==> src/rtl/tug_game_ctrl.sv <==
// Tug-of-war game sequencer, player vs computer: conditions the human key, draws
// computer presses from an LFSR, arbitrates moves and keeps score to a match win.
module tug_game_ctrl #(
  parameter int unsigned TICK_DIV    = 4096,
  parameter int unsigned HOLD_CYCLES = 25000000,
  parameter int unsigned WIN_SCORE   = 7,
  parameter logic [9:0]  LFSR_SEED   = 10'h001
) (
  input  logic       clk,
  input  logic       reset,
  input  logic       key_n,
  input  logic [2:0] sw_diff,
  input  logic [9:1] led,
  output logic       L,
  output logic       R,
  output logic       wL,
  output logic       wR,
  output logic [2:0] score_l,
  output logic [2:0] score_r,
  output logic       game_over
);

  localparam int unsigned TW = (TICK_DIV > 1) ? $clog2(TICK_DIV) : 1;
  localparam int unsigned HW = (HOLD_CYCLES > 1) ? $clog2(HOLD_CYCLES + 1) : 1;
  localparam logic [TW-1:0] TICK_LAST = TW'(TICK_DIV - 1);
  localparam logic [HW-1:0] HOLD_LOAD = HW'(HOLD_CYCLES - 1);
  localparam logic [2:0]    WIN       = 3'(WIN_SCORE);

  typedef enum logic [1:0] {S_PLAY, S_HOLD, S_OVER} state_e;

  state_e        state_q, state_d;
  logic [HW-1:0] hold_q, hold_d;
  logic [TW-1:0] tick_q, tick_d;
  logic [9:0]    lfsr_q, lfsr_d;
  logic          meta_q, meta_d, cur_q, cur_d, prev_q, prev_d;
  logic          l_q, l_d, r_q, r_d, wl_q, wl_d, wr_q, wr_d;
  logic [2:0]    score_l_q, score_l_d, score_r_q, score_r_d;
  logic          over_q, over_d;
  logic          hp, cp, tick, cool;

  // Only the two edge cells decide a round win.
  logic led_unused;
  assign led_unused = ^led[8:2];

  always_ff @(posedge clk) begin
    if (reset) begin
      state_q   <= S_PLAY;
      hold_q    <= '0;
      tick_q    <= '0;
      lfsr_q    <= LFSR_SEED;
      meta_q    <= 1'b1;
      cur_q     <= 1'b1;
      prev_q    <= 1'b1;
      l_q       <= 1'b0;
      r_q       <= 1'b0;
      wl_q      <= 1'b0;
      wr_q      <= 1'b0;
      score_l_q <= '0;
      score_r_q <= '0;
      over_q    <= 1'b0;
    end else begin
      state_q   <= state_d;
      hold_q    <= hold_d;
      tick_q    <= tick_d;
      lfsr_q    <= lfsr_d;
      meta_q    <= meta_d;
      cur_q     <= cur_d;
      prev_q    <= prev_d;
      l_q       <= l_d;
      r_q       <= r_d;
      wl_q      <= wl_d;
      wr_q      <= wr_d;
      score_l_q <= score_l_d;
      score_r_q <= score_r_d;
      over_q    <= over_d;
    end
  end

  always_comb begin
    state_d   = state_q;
    hold_d    = hold_q;
    score_l_d = score_l_q;
    score_r_d = score_r_q;
    l_d       = 1'b0;
    r_d       = 1'b0;
    wl_d      = 1'b0;
    wr_d      = 1'b0;
    meta_d    = key_n;
    cur_d     = meta_q;
    prev_d    = cur_q;
    lfsr_d    = {lfsr_q[8:0], lfsr_q[9] ^ lfsr_q[6]};
    tick      = (tick_q == TICK_LAST);
    tick_d    = tick ? '0 : tick_q + TW'(1);
    hp        = prev_q & ~cur_q;
    cp        = tick & (lfsr_q < {sw_diff, 7'b0});
    // A pulse is on the wire this cycle: led has not yet moved, so skip deciding.
    cool      = l_q | r_q;

    case (state_q)
      S_PLAY: begin
        if (!cool && hp && !cp) begin
          r_d = 1'b1;
          if (led[1]) begin
            wr_d      = 1'b1;
            score_r_d = score_r_q + 3'd1;
            hold_d    = HOLD_LOAD;
            state_d   = (score_r_d == WIN) ? S_OVER : S_HOLD;
          end
        end else if (!cool && cp && !hp) begin
          l_d = 1'b1;
          if (led[9]) begin
            wl_d      = 1'b1;
            score_l_d = score_l_q + 3'd1;
            hold_d    = HOLD_LOAD;
            state_d   = (score_l_d == WIN) ? S_OVER : S_HOLD;
          end
        end
      end
      S_HOLD: begin
        if (hold_q == '0) state_d = S_PLAY;
        else              hold_d  = hold_q - HW'(1);
      end
      S_OVER:  state_d = S_OVER;
      default: state_d = S_PLAY;
    endcase

    over_d = (state_d == S_OVER);
  end

  assign L         = l_q;
  assign R         = r_q;
  assign wL        = wl_q;
  assign wR        = wr_q;
  assign score_l   = score_l_q;
  assign score_r   = score_r_q;
  assign game_over = over_q;

endmodule

==> config.mk <==
export PLATFORM = sky130hd
export DESIGN_NAME = tug_game_ctrl
export DESIGN_NICKNAME = d
export VERILOG_FILES = /design/src/rtl/tug_game_ctrl.sv
export SDC_FILE = /design/constraint.sdc
export NUM_CORES = 1
export LEC_CHECK = 0
export CAP_MARGIN = 30
export CORE_ASPECT_RATIO = 1.25
export CORE_MARGIN = 2
export CORE_UTILIZATION = 35
export CTS_CLUSTER_DIAMETER = 200
export CTS_CLUSTER_SIZE = 30
export DETAILED_ROUTE_END_ITERATION = 8
export GPL_TIMING_DRIVEN = 0
export PLACE_DENSITY_LB_ADDON = 0.12
export SLEW_MARGIN = 20
export SYNTH_ARGS = -nofsm -noshare
export SYNTH_HDL_FRONTEND = slang
export SYNTH_SLANG_ARGS = --single-unit
==> constraint.sdc <==
create_clock -name clk -period 2.45 [get_ports clk]
set_input_delay 0.3675 -clock clk [delete_from_list [all_inputs] [get_ports clk]]
set_output_delay 0.3675 -clock clk [all_outputs]
set_load 0.005 [all_outputs]
# Yosys cells after proc, flatten, opt, wreduce, memory -nomap -nowiden
# Index checks and enable logic that the tools add are counted.
word_totals:
  regBits: 63
classes:
  n_bitwise: 8
  mux: 18
  order_cmp: 1
  addsub: 4
  n_eq_ne: 10
  n_reduce_logical: 18
op_table:
  columns: ["operator", "n"]
  rows:
  - ["$mux 25", 5]
  - ["$pmux 25 s2", 1]
  - ["$logic_not 25->1", 1]
  - ["$sub 25x1->25 const B", 1]
  - ["$mux 2", 7]
  - ["$add 12x1->12 const B", 1]
  - ["$eq 12x12->1 const B", 1]
  - ["$lt 10x10->1", 1]
  - ["$ne 3x3->1 const B", 3]
  - ["$add 3x1->3 const B", 2]
  - ["$eq 3x3->1 const B", 2]
  - ["$pmux 2 s3", 1]
  - ["$reduce_or 3->1", 2]
  - ["$reduce_and 5->1", 1]
  - ["$eq 2x2->1 const B", 2]
  - ["$logic_and 1x1->1", 4]
  - ["$mux 1", 4]
  - ["$not 1->1", 4]
  - ["$reduce_and 4->1", 1]
  - ["$reduce_or 2->1", 2]
  - ["$reduce_or 4->1", 1]
  - ["$logic_not 1->1", 3]
  - ["$reduce_and 3->1", 1]
  - ["$and 1x1->1", 2]
  - ["other kinds (6)", 6]

# Depth between registers and ports, before layout
# Gate-level depths: netlist of the first run.
depth:
  ltp_word: 8
  depth_mapped: 10
  mapped_depth_nobuf: 8

# Worst setup path before layout of the first run
# No wires, ideal clock.
synth_path:
  kind: "register to register"
  start: "register hold_q[0]"
  end: "register hold_q[14]"
  arrival_time_ps: 2344
  slack_ps: 26
  path_stages_with_launch: 11
  synth_period_minus_slack_ps: 2424
  required_time_ps: 2371
  setup_time_ps: 79
  path_buffers: 2
  path_cell_list: "dfxtp_1 inv_1 ha_1 or4b_1 or4_4 nor2_4 a211o_2 buf_6 buf_8 o22ai_2 a211oi_2"
synth_between:
  elab_chain_cells: 3
synth_lines:
  columns: ["item", "line", "source"]
  rows:
  - ["from (decl)", "32", "logic [HW-1:0] hold_q, hold_d;"]
  - ["from (signal assigned)", "63", "hold_q <= hold_d;"]
  - ["$sub 25x1->25 or $logic_not 25->1 (tied branches)", "121, 120", null]
  - ["$mux 25 or $ne 2x2->1 (tied branches)", null, null]
  - ["$pmux 25 s2 or $reduce_and 5->1 (tied branches)", null, null]
# Parallel ways exist; a longest one is shown, timed or not. The select of a mux whose other input is x is not followed.
# A chain may end at the register's enable or synchronous reset.

# Final worst setup path of the first run
layout_path:
  start: "register hold_q[11]"
  end: "register hold_q[14]"
# Same word-level chain as after synthesis.

==> results of run 1 <==
-- logic make-up after synthesis --
kind of cell / count (synthesis) / synth area share [%]
compound gates: 70 / 17.1
xor+xnor: 17 / 5.15
fa+ha+maj: 8 / 3.46
buf+inv: 23 / 3.68
flops: 63 / 43.6
simple gates: 139 / 27.0
-- final timing paths --
| path | start | end | slack, ns | depth (start not counted) |
|---|---|---|---|---|
| hold / removal | cur_d | cur_q | 0.41 | 1 |
| setup / recovery | hold_q[11] | hold_q[14] | 0.04 | 8 |
| hold reg to reg | cur_d | cur_q | 0.41 | 1 |
| setup reg to reg | hold_q[11] | hold_q[14] | 0.04 | 8 |
-- timing repair --
action | CTS | global route
endpoints found under the setup margin | 28 | 27
cloned | 0 | 2
endpoints found under the hold margin | 0 | 0
pin swaps | 12 | 7
gates resized for setup | 27 | 18
setup buffers | 7 | 10
-- state kept, by name, indices dropped and copies added (netlist names), 2 cells and up --
name	cells
hold_q	25
lfsr_q	10
score_l	3
score_r	3
state_q	2
tick_q	12
-- cell type report --
cell class / count / area, sq um / area share, %
flip-flops and latches: 63 / 1270 / 33.6
inverters: 10 / 37.5 / 0.993
well taps: 97 / 121 / 3.21
clock buffers: 9 / 124 / 3.28
repair buffers: 37 / 372 / 9.83
multi-input cells: 234 / 1690 / 44.6
plain buffers: 13 / 80.1 / 2.12
clock inverters: 7 / 87.6 / 2.32
-- power breakdown --
group / switching (mW) / internal (mW) / total (mW) / leakage [nW]
Combinational: 0.248 / 0.210 / 0.458 / 0.789
Sequential: 0.0422 / 1.07 / 1.11 / 0.515
Clock: 0.411 / 0.565 / 0.976 / 0.109
Total: 0.702 / 1.84 / 2.55 / 1.41
-- layout by cell type, fill, tap and decap left out, types with 6 or more instances in the layout --
cell,netlist,routed
clkbuf_8,0,9
nand3_1,7,7
nor2b_1,13,12
a31oi_1,8,8
or2_2,7,7
or4_1,9,8
a21oi_1,18,17
nor2_1,41,41
o21ai_0,8,7
xnor2_1,8,8
or3_1,12,11
inv_1,10,7
buf_4,0,15
a211oi_1,7,6
dfxtp_1,63,57
o31ai_1,7,7
clkbuf_1,8,7
nand2_1,13,11
clkdlybuf4s50_1,0,16
xor2_1,9,9
-- routing by layer --
layer | up-vias | wire length, um | global-route usage [%]
met5 | - | 0 | 0
met3 | 11 | 203 | 4.39
met1 | 1155 | 3190 | 18.8
met4 | 0 | 138 | 7.48
met2 | 27 | 3410 | 26.2
li1 | 1258 | - | -
-- worst max-delay path, delay by kind of cell, from the launching register on --
family / cells / cell delay (ns)
simple gates: 3 / 1.34
compound gates: 3 / 0.41
flops: 1 / 0.34
buf+inv: 2 / 0.24
-- through the flow --
step	total power [mW]	std cells	hold WS, ns	utilization (%)	instance area [sq um]
floorplan	1.40	320	0.389	-	2890
global placement	1.49	435	0.391	39.2	3190
detailed placement	1.50	435	0.392	39.2	3190
CTS	2.52	458	0.410	43.8	3570
global route	2.67	470	0.421	46.4	3780
finish	2.55	470	0.415	46.4	3780
==> impl_metrics.toml, run 1 <==
[clock_network]
clk_latency_ns = 0.34
cts_tree = "done"
clock_sinks = 63
hold_buffers = 0
htree_num_levels = 3
clock_path_buffers = 2
numCtsBuffers = 9
root_buffer = "clkbuf_8"
clkTransAtPathRegs_ns = 0.07

[grt]
grt_pass1_vias = 2367
grt_antenna_before_repair = 0
track_usage_pct = 15.9
grt_overflow = 0
grt_first_pass_wirelength_mm = 11.2
grt_start_max_net_pins = 12

[sta]
fin_worst_skew_ns = 0.0104
final.period_utilization_pct = 98.5
setup_slack_ns = 0.0369
period_minus_slack_ns = 2.41
fin_setup_tns_ns = 0
clock.fmax_mhz = 414
maxSlewViolCount = 0
tightest_slew_ns = 0.607
slew_headroom_pct = 59.5
rsz0062_at_grt = "true"
finalHoldViolCount = 0
setup_viol = 0

[finish]
fillers = 804
num-nets-final = 391
antenna_cells = 0
area_growth_pct = 30.7
drive_above_1_share_pct = 23.1

[yosys]
yosys.area.top_type = "dfxtp_1"
syn_area_sq_mm = 0.00289
ys_ff_latch = 63
synth.most_common_cell = "dfxtp_1"
synthArstFlopShare_pct = 0
yosys-top-cells-count = "dfxtp_1, nor2_1, a21oi_1, nand2_1, nor2b_1"
syn_inst = 320
synth_area_leaders = "dfxtp_1, nor2_1, ha_1"
yosysUniqueCellTypes = 57
synth_warnings = 0
synth_edf_count = 0
synth_top_area_share_pct = 43.6
ys.flop_type = "dfxtp_1"
avgSynthCellArea_sq_um = 9.04
synth_nets = 343
synth_seq_area_share_pct = 43.6

[worst_setup_path]
cp_slowest_stage_delay_ns = 0.59
critPathLaunchType = "flip-flop"
slowest_stage = "or4_4"
crit_arrival_ns = 2.68
worstPathCellList = "or4_4 > or4_4 > nor2_4 > a211o_4 > buf_8 > buf_8 > o22ai_2 > a211oi_2"
required_ns = 2.72
crit_fanout = 6
worstSetupPathType = "flip-flop to flip-flop"
setup.worst_path.end_class = "flip-flop"

[detailed_routing]
drtAntennaViolNets = 0
drc = 0
drt-wirelength-per-cell_um = 14.8
firstDrtPassIters = 4
drt_iter0_drc = 84
via_count = 2451
viasPerCell = 5.21
totalWireLength_mm = 6.95

[placement]
numPortBuffers = 18
dpl_worst_slack_ns = -0.772
gp_congestion = 0.787
dp_hpwl_mm = 4.57

[power]
p_leak_nw = 1.41
irDropWorstVdd_mv = 0.446
cellPowerDensity_mw_per_mm2 = 673

[die]
dieArea_sq_mm = 0.00901
rows = 37
start_util_pct = 35.5
die_h_um = 106
io_pins = 26
fp.dieW_um = 85.3
coreArea_sq_mm = 0.00815

[outcome]
status = "finished, final reports clean"

[run]
max_cap_viol_count = 0

[hold_path]
min_path_type = "flip-flop to flip-flop"
No activity file was read; power rests on OpenSTA's default activity.
==> run 2: changes to the inputs <==
- CAP_MARGIN: 30 -> 20
==> results of run 2 <==
Final layout, timing and power as in run 1 (identical DEF).
==> run 3: changes to the inputs <==
- CORE_MARGIN: 2 -> 1
- CORE_UTILIZATION: 35 -> 57
- clock period: 2.45 -> 2.5 ns (I/O delays scaled with it)
==> impl_metrics.toml, run 3 (same netlist as run 1, synthesis figures left out) <==
[outcome]
status = "finished, final reports clean"

[grt]
grt_antenna_before_repair = 0
grt_start_max_net_pins = 12
track_usage_pct = 27.2
grt_first_pass_wirelength_mm = 10.9
grt_pass1_vias = 2442
grt_overflow = 0

[sta]
tightest_slew_ns = 0.745
finalHoldViolCount = 0
whs_ns = 0.408
period_minus_slack_ns = 2.46
slew_headroom_pct = 49.9
fin_worst_skew_ns = 0.00976
setup_slack_ns = 0.0444
final.period_utilization_pct = 98.2
rsz0062_at_grt = "true"
maxSlewViolCount = 0
fin_setup_tns_ns = 0
clock.fmax_mhz = 407
setup_viol = 0

[detailed_routing]
drtAntennaViolNets = 0
drc = 0
via_count = 2544
drt-wirelength-per-cell_um = 15.7
drt_iter0_drc = 159
totalWireLength_mm = 6.76
viasPerCell = 5.90
firstDrtPassIters = 4

[power]
cellPowerDensity_mw_per_mm2 = 669
p_leak_nw = 1.39
irDropWorstVdd_mv = 0.419

[finish]
reg_top3 = "hold_q x25, tick_q x12, lfsr_q x10"
area_growth_pct = 28.5
final_util_pct = 77.4
drive_above_1_share_pct = 22.6
layout_commonest_cell = "dfxtp_1"
final_cell_mix = "dfxtp_1, nor2_1, a21oi_1, clkdlybuf4s50_1, buf_4"
largest_reg_flops = 25
largest-register = "hold_q"
num-nets-final = 389
fin_cells = 431
antenna_cells = 0

[die]
die_h_um = 81.6
fp.dieW_um = 65.7
io_pins = 26
dieArea_sq_mm = 0.00536
coreArea_sq_mm = 0.00480
start_util_pct = 60.2
rows = 28

[clock_network]
clk_latency_ns = 0.35
numCtsBuffers = 9
clock_path_buffers = 2
clock_sinks = 63
hold_buffers = 0
root_buffer = "clkbuf_8"
clkTransAtPathRegs_ns = 0.07
htree_num_levels = 3
cts_tree = "done"

[hold_path]
worst_hold_startpoint = "cur_d"
min_path_type = "flip-flop to flip-flop"
hold_depth = 1

[worst_setup_path]
r2r-start = "hold_q[0]"
r2r_cells = 10
startpoint = "hold_q[0]"
crit_fanout = 6
worstSetupPathType = "flip-flop to flip-flop"
crit_arrival_ns = 2.67
setup.worst_path.end_class = "flip-flop"
critPathLaunchType = "flip-flop"
required_ns = 2.71

[placement]
dp.cells = 398
numPortBuffers = 18
dp_hpwl_mm = 4.31
dpl_worst_slack_ns = -0.734
gp_congestion = 0.822

[run]
max_cap_viol_count = 0
[run 3: final cells by class]
class                           count  area, sq um
Multi-Input combinational cell    234         1710
Sequential cell                    63         1270
Fill cell                         306         1080
Timing Repair Buffer               35          328
Clock buffer                        9          124
Clock inverter                      7         87.6
Buffer                             13         80.1
Tap cell                           60         75.1
Inverter                           10         40.0
[run 3: final timing paths]
kind,end,slack (ns)
worst max-delay path,hold_q[14],0.04
worst min-delay path,cur_q,0.41
worst max register to register,hold_q[14],0.04
worst min register to register,cur_q,0.41
[run 3: power by group]
part | internal (mW) | switching (mW) | leakage [nW] | total [mW]
logic | 0.198 | 0.241 | 0.765 | 0.438
registers | 1.05 | 0.0419 | 0.514 | 1.09
clock network | 0.553 | 0.405 | 0.109 | 0.959
[run 3: timing repair]
item,CTS,global route
endpoints found under the hold margin,0,0
cloned,1,1
pin swaps,17,14
setup buffers,11,4
endpoints found under the setup margin,25,27
gates resized for setup,35,17
[run 3: critical path: stages (launching register included)]
cell	delay, ns
dfxtp_4	0.36
inv_4	0.06
ha_4	0.15
or4b_4	0.47
or4_4	0.52
nor2_4	0.17
a211o_4	0.15
buf_8	0.13
buf_4	0.12
a311o_1	0.12
a211oi_2	0.07
[run 3: per-layer routing]
metal  vias up  track usage (%)  wire length (um)
met3        21             6.11               243
li1       1256                -                 -
met5         -                0                 0
met2        61             49.3              3540
met1      1206             28.7              2740
met4         0             15.0               239
[run 3: through the flow]
step	power, mW	instance area, sq um
after global placement	1.45	3150
final	2.49	3710
after floorplan	1.37	2890
after detailed placement	1.46	3150
after CTS	2.46	3590
after global routing	2.58	3710
